File: src/rtl/ex_stage.sv
// ex_stage: execute stage; computes the ALU result and registers it with the EX/MEM controls.
// Define EX_MULDIV_EN to build the iterative multiply/divide unit for ALUOp 11-13.
module ex_stage #(
   parameter int unsigned ITER = 16
) (
   input  logic        clk,
   input  logic        rst_n,
   input  logic [15:0] readData0,
   input  logic [15:0] readData1,
   input  logic [3:0]  ALUOp,
   input  logic        ReadMem,
   input  logic        WriteMem,
   input  logic [15:0] DataIn,
   input  logic [1:0]  quarter,
   input  logic        write,
   output logic [15:0] o_ALUResult,
   output logic        o_ReadMem,
   output logic        o_WriteMem,
   output logic        o_write,
   output logic [15:0] o_DataIn,
   output logic [1:0]  o_quarter,
   output logic        o_stall
);

   localparam int unsigned ShW = $clog2(ITER);

   logic [15:0] alu_res;

   always_comb begin
      alu_res = '0;
      case (ALUOp)
         4'd0:    alu_res = readData0 + readData1;
         4'd1:    alu_res = readData0 - readData1;
         4'd2:    alu_res = readData0 & readData1;
         4'd3:    alu_res = readData0 | readData1;
         4'd4:    alu_res = readData0 ^ readData1;
         4'd5:    alu_res = ~readData0;
         4'd6:    alu_res = readData0 << readData1[ShW-1:0];
         4'd7:    alu_res = readData0 >> readData1[ShW-1:0];
         4'd8:    alu_res = $signed(readData0) >>> readData1[ShW-1:0];
         4'd9:    alu_res = {15'd0, $signed(readData0) < $signed(readData1)};
         4'd10:   alu_res = readData1;
         default: alu_res = '0;
      endcase
   end

`ifdef EX_MULDIV_EN
   typedef enum logic [1:0] {StIdle, StBusy, StDone} state_e;

   state_e         state_q;
   logic [ShW-1:0] cnt_q;
   logic [3:0]     op_q;
   // MUL: a_q = shifting multiplicand, q_q = multiplier, acc_q = product.
   // DIV: a_q = divisor, q_q = dividend shifting out / quotient in, acc_q = remainder.
   logic [15:0]    a_q, q_q, acc_q;
   logic [15:0]    a_d, q_d, acc_d;
   logic           is_md;
   logic [16:0]    rem_sh;
   logic           rem_ge;

   assign is_md  = (ALUOp == 4'd11) || (ALUOp == 4'd12) || (ALUOp == 4'd13);
   assign rem_sh = {acc_q, q_q[15]};
   assign rem_ge = rem_sh >= {1'b0, a_q};

   always_comb begin
      if (op_q == 4'd11) begin
         acc_d = acc_q + (q_q[0] ? a_q : 16'd0);
         a_d   = a_q << 1;
         q_d   = q_q >> 1;
      end else begin
         acc_d = rem_ge ? 16'(rem_sh - {1'b0, a_q}) : rem_sh[15:0];
         a_d   = a_q;
         q_d   = {q_q[14:0], rem_ge};
      end
   end

   assign o_stall = rst_n && (((state_q == StIdle) && is_md) || (state_q == StBusy));

   always_ff @(posedge clk or negedge rst_n) begin
      if (!rst_n) begin
         state_q     <= StIdle;
         cnt_q       <= '0;
         op_q        <= '0;
         a_q         <= '0;
         q_q         <= '0;
         acc_q       <= '0;
         o_ALUResult <= '0;
         o_ReadMem   <= 1'b0;
         o_WriteMem  <= 1'b0;
         o_write     <= 1'b0;
         o_DataIn    <= '0;
         o_quarter   <= '0;
      end else begin
         case (state_q)
            StIdle: begin
               if (is_md) begin
                  op_q       <= ALUOp;
                  a_q        <= (ALUOp == 4'd11) ? readData0 : readData1;
                  q_q        <= (ALUOp == 4'd11) ? readData1 : readData0;
                  acc_q      <= '0;
                  cnt_q      <= ShW'(ITER - 1);
                  state_q    <= StBusy;
                  o_ReadMem  <= 1'b0;
                  o_WriteMem <= 1'b0;
                  o_write    <= 1'b0;
               end else begin
                  o_ALUResult <= alu_res;
                  o_ReadMem   <= ReadMem;
                  o_WriteMem  <= WriteMem;
                  o_write     <= write;
                  o_DataIn    <= DataIn;
                  o_quarter   <= quarter;
               end
            end
            StBusy: begin
               a_q        <= a_d;
               q_q        <= q_d;
               acc_q      <= acc_d;
               o_ReadMem  <= 1'b0;
               o_WriteMem <= 1'b0;
               o_write    <= 1'b0;
               if (cnt_q == '0) begin
                  state_q <= StDone;
               end else begin
                  cnt_q <= cnt_q - ShW'(1);
               end
            end
            StDone: begin
               o_ALUResult <= (op_q == 4'd12) ? q_q : acc_q;
               o_ReadMem   <= ReadMem;
               o_WriteMem  <= WriteMem;
               o_write     <= write;
               o_DataIn    <= DataIn;
               o_quarter   <= quarter;
               state_q     <= StIdle;
            end
            default: state_q <= StIdle;
         endcase
      end
   end
`else
   assign o_stall = 1'b0;

   always_ff @(posedge clk or negedge rst_n) begin
      if (!rst_n) begin
         o_ALUResult <= '0;
         o_ReadMem   <= 1'b0;
         o_WriteMem  <= 1'b0;
         o_write     <= 1'b0;
         o_DataIn    <= '0;
         o_quarter   <= '0;
      end else begin
         o_ALUResult <= alu_res;
         o_ReadMem   <= ReadMem;
         o_WriteMem  <= WriteMem;
         o_write     <= write;
         o_DataIn    <= DataIn;
         o_quarter   <= quarter;
      end
   end
`endif

endmodule

File: config.mk
export PLATFORM = sky130hd
export DESIGN_NAME = ex_stage
export DESIGN_NICKNAME = d
export VERILOG_FILES = /design/src/rtl/ex_stage.sv
export SDC_FILE = /design/constraint.sdc
export NUM_CORES = 1
export LEC_CHECK = 0
export ABC_AREA = 1
export BUFFER_PORTS_ARGS = -buffer_cell sky130_fd_sc_hd__buf_2
export CAP_MARGIN = 40
export CORE_ASPECT_RATIO = 1.25
export CORE_MARGIN = 1.5
export CORE_UTILIZATION = 60
export DETAILED_ROUTE_END_ITERATION = 16
export PLACE_DENSITY = 0.9
export SETUP_SLACK_MARGIN = 0.3
export SYNTH_ARGS = -nofsm -noshare
export SYNTH_HDL_FRONTEND = slang
export SYNTH_SLANG_ARGS = --single-unit
File: constraint.sdc
create_clock -name clk -period 1.2 [get_ports clk]
set_clock_uncertainty 0.2 [all_clocks]
set_input_delay 0.06 -clock clk [delete_from_list [all_inputs] [get_ports clk]]
set_output_delay 0.06 -clock clk [all_outputs]
set_load 0.01 [all_outputs]
==> results of run 1 <==
==> stage by stage <==
step | setup TNS [ns] | hold WS (ns) | setup slack, ns | utilization [%]
floorplan | -6.770 | -0.4356 | -0.4947 | -
global placement | -9.592 | -0.1576 | -0.6973 | 86.51
detailed placement | -10.61 | -0.1538 | -0.7812 | 86.51
==> cell usage after synthesis (3+ instances only) <==
| master | instances | area [sq um] |
|---|---|---|
| o211ai_1 | 9 | 67.56 |
| o22ai_1 | 7 | 43.79 |
| nor2_1 | 91 | 341.6 |
| clkbuf_1 | 8 | 30.03 |
| buf_6 | 3 | 33.78 |
| buf_2 | 18 | 90.09 |
| nand4_1 | 14 | 87.58 |
| nand2_1 | 310 | 1164 |
| a21oi_1 | 36 | 180.2 |
| o21ai_1 | 3 | 15.01 |
| and2_1 | 7 | 43.79 |
| or2_2 | 4 | 25.02 |
| dfrtp_1 | 37 | 925.9 |
| nor3_1 | 12 | 60.06 |
| inv_1 | 111 | 416.7 |
| nand3_1 | 153 | 765.7 |
| o21ai_0 | 36 | 180.2 |
| buf_4 | 4 | 30.03 |
| ha_1 | 51 | 638.1 |
==> cells by family after synthesis <==
logic type                 count (synthesis)  synth area share [%]
and+or+nand+nor                          600                 47.90
buffers and inverters                    148                 11.60
AOI/OAI and AO/OA                         98                 10.15
adders and majority gates                 53                 12.73
DFF                                       37                 17.38
xor gates and xnor gates                   1                0.1645
other                                      1               0.07040
==> results_dict.tcl, run 1 <==
set metrics [dict create \
    status "aborted with a tool error" \
    stop_stage "4_1_cts" \
    error "[ERROR DPL-0033] detailed placement checks failed during check placement." \
    htreeDepth 2 \
    postCtsHoldBufs 22 \
    die_y_microns 108.3 \
    avgSynthCellArea_sq_um 5.678 \
    synthCells 938 \
    gp_congestion 1.116 \
    post_cts_buffers 17 \
    row_count 38 \
    die_w_microns 87.27 \
    synthesis.nets 1050 \
    yosysUniqueCellTypes 36 \
    ios 97 \
    dpl_cell_area_sq_mm 0.007486 \
    cts.repair.resized 188 \
    clock_sinks 37 \
    yosysSeqAreaShare_pct 17.38 \
    syn_area_sq_mm 0.005326 \
    initial_utilization_pct 61.55 \
    yosys_register_bits 37 \
    hpwl_mm 18.93 \
    synthArstFlopShare_pct 100.0 \
    cts_buffers 5 \
    dp_cells 1318 \
    clock_path_buffers 2 \
    synth_edf_count 0 \
    synth_warnings 0 \
    synth-main-ff-cell "dfrtp_1" \
    numPortBuffers 95 \
    root_buffer "clkbuf_8" \
]
==> inputs of run 2 (changes only) <==
Settings changed: CORE_ASPECT_RATIO 1.25 to unset, CORE_UTILIZATION 60 to 40, PLACE_DENSITY 0.9 to unset, PLACE_DENSITY_LB_ADDON set to 0.15, SETUP_SLACK_MARGIN 0.3 to unset.
==> run 2 against run 1 <==
Net effect: the flow now finishes, with violations (setup timing); synthesized cell count is the same; synthesized area is the same.
==> results_dict.tcl, run 2 <==
set metrics [dict create \
    multi_input_area_sq_mm 0.004810 \
    synth_most_common_cell "nand2_1" \
    yosysSeqAreaShare_pct 17.38 \
    row_count 41 \
    critPathArrivalTime_ns 1.48 \
    ir_worst_vdd_uv 632.5 \
    layout.cells.non_filler 1432 \
    min_period_ns 1.508 \
    hpwl_mm 18.62 \
    coreArea_sq_mm 0.01282 \
    initial_utilization_pct 41.53 \
    timing.critical_path.max_delay_family "simple AND/OR/NAND/NOR gates" \
    synthTopCellsByCount "nand2_1 (310), nand3_1 (153), inv_1 (111)" \
    layout-area-overhead-vs-synth_pct 76.74 \
    grtUsageMet1_pct 44.02 \
    yosys-top-cells-area "nand2_1 (22%), dfrtp_1 (17%), nand3_1 (14%), ha_1 (12%), inv_1 (7.8%)" \
    gr-total-overflow 0 \
    yosys_register_bits 37 \
    violations "setup timing" \
    gp_congestion 0.9773 \
    crit_chain "buf_6 -> buf_4 -> ha_1 -> buf_4 -> nand2_2 -> nand2_1 -> nand2_1 -> nand3_4 -> nor2_1 -> o21ai_2 -> nor2_2 -> nand3_1" \
    critPathBufInv 3 \
    synthesis.nets 1050 \
    largest_registers "o_ALUResult (16), o_DataIn (16), o_quarter (2)" \
    yosys.area.top_type_share_pct 21.85 \
    cap_violations 0 \
    drc 0 \
    synth-main-ff-cell "dfrtp_1" \
    met3_usage_pct 4.440 \
    antenna_found_initial 0 \
    cp_slowest_cell "ha_1" \
    n_antenna_cell 0 \
    root_buffer "clkbuf_16" \
    fin_util_pct 73.40 \
    wl_per_cell_microns 17.73 \
    status "complete, but fails checks" \
    die_y_microns 118.4 \
    start_kind "input pin" \
    fmax_ghz 0.6631 \
    synth_warnings 0 \
    ant_nets 0 \
    grt_pass1_vias 7248 \
    cp_slowest_stage_delay_ns 0.22 \
    gr-max-usage-layer "met2" \
    ios 97 \
    viasPerCell 5.421 \
    power_density_mw_per_mm2 702.1 \
    path_class "in -> reg" \
    vias 7763 \
    dpl_cell_area_sq_mm 0.007548 \
    setup_viol 16 \
    yosys.area.top_type "nand2_1" \
    leakagePower_nw 4.871 \
    crit_required_ns 1.17 \
    finalHoldViolations 0 \
    cts_tree "yes" \
    drtPass1Iterations 7 \
    pre_cts_slack_ns -0.8109 \
    dp_cells 1368 \
    synthArstFlopShare_pct 100.0 \
    drive_gt1_share_pct 46.11 \
    postRouteWirelength_mm 25.39 \
    rsz0062_at_grt "true" \
    crit_path_end_kind "register" \
    die_area_sq_mm 0.01402 \
    numPortBuffers 95 \
    grt_first_pass_wirelength_mm 37.61 \
    synthCells 938 \
    worst_slack_ns -0.3082 \
    final_cell_mix "nand2_1 (245), buf_4 (212), nand3_1 (127), buf_2 (75), inv_1 (67)" \
    use_met2_pct 56.03 \
    avgSynthCellArea_sq_um 5.678 \
    clock_path_buffers 2 \
    htreeDepth 2 \
    cts_buffers 5 \
    hold_class "in -> reg" \
    first_iter_violations 722 \
    layout_commonest_cell "nand2_1" \
    seqCellArea_sq_um 925.9 \
    syn_area_sq_mm 0.005326 \
    synth_edf_count 0 \
    path_max_fanout 6 \
    grt_use_total_pct 33.78 \
    yosysUniqueCellTypes 36 \
    fin_crit_sh_pct 125.7 \
    clk_pin_slew_worst_paths_ns 0.06 \
    fin_nets 1371 \
    grt_max_degree 38 \
    clock_sinks 37 \
    fin_area_sq_mm 0.009414 \
    slew_violations 0 \
    fill_cells 1047 \
    die_w_microns 118.4 \
]
-- run 2: cell counts after synthesis --
No cell type changed its count.
-- run 2: metrics by stage --
stage                     setup TNS (ns)  hold slack, ns  power (mW)
after floorplan                   -6.770         -0.4356       2.838
after global placement            -10.27         -0.1587       4.085
after detailed placement          -10.75         -0.1480       4.101
after CTS                         -2.897         0.03375       6.208
after global routing              -4.743         0.06428       6.923
final                             -3.607         0.02990       6.610
-- run 2: report_power, final --
| part | internal [mW] | total, mW | leakage, nW | switching [mW] |
|---|---|---|---|---|
| Sequential | 1.36 | 1.40 | 0.450 | 0.0484 |
| Combinational | 1.62 | 3.65 | 4.34 | 2.02 |
| Clock | 0.985 | 1.56 | 0.0800 | 0.576 |
-- run 2: cell type report --
type                       instances  area share, %
multi-input combinational        753          51.09
clock inverter                     3         0.4918
tap                              172          2.286
sequential                        37          9.835
clock buffer                       5          1.329
timing repair buffer             349          29.35
inverter                         113          5.622
-- run 2: path summary, 6_finish.rpt --
check / from / end / slack (ns) / depth (start not counted)
setup / recovery: readData0[2] / o_ALUResult[6] / -0.31 / 12
hold / removal: readData0[8] / o_ALUResult[8] / 0.03 / 6
max in group asynchronous: rst_n / o_DataIn[9] / 0.50 / 3
min in group asynchronous: rst_n / o_DataIn[10] / 0.11 / 3
-- run 2: layer usage --
layer / wire, microns / part of all wire [%]
met5: 0 / 0
met4: 1144 / 4.5
met3: 2219 / 8.7
met2: 11610 / 46
met1: 10410 / 41
-- run 2: what timing repair did --
| item | 4_1_cts | 5_1_grt |
|---|---|---|
| hold endpoints to repair | 58 | 0 |
| endpoints found under the setup margin | 16 | 16 |
| buffers inserted | 26 | 9 |
| hold buffers | 22 | 0 |
| cloned | 0 | 2 |
| pin swaps | 65 | 42 |
| resized for setup | 220 | 130 |
-- run 2: kinds of logic after synthesis --
kind of cell	synth area share, %
xor gates and xnor gates	0.1645
other	0.07040
buffers and inverters	11.60
AOI/OAI and AO/OA	10.15
adders and majority gates	12.73
and+or+nand+nor	47.90
DFF	17.38
Power figures use the tool's default switching activity.
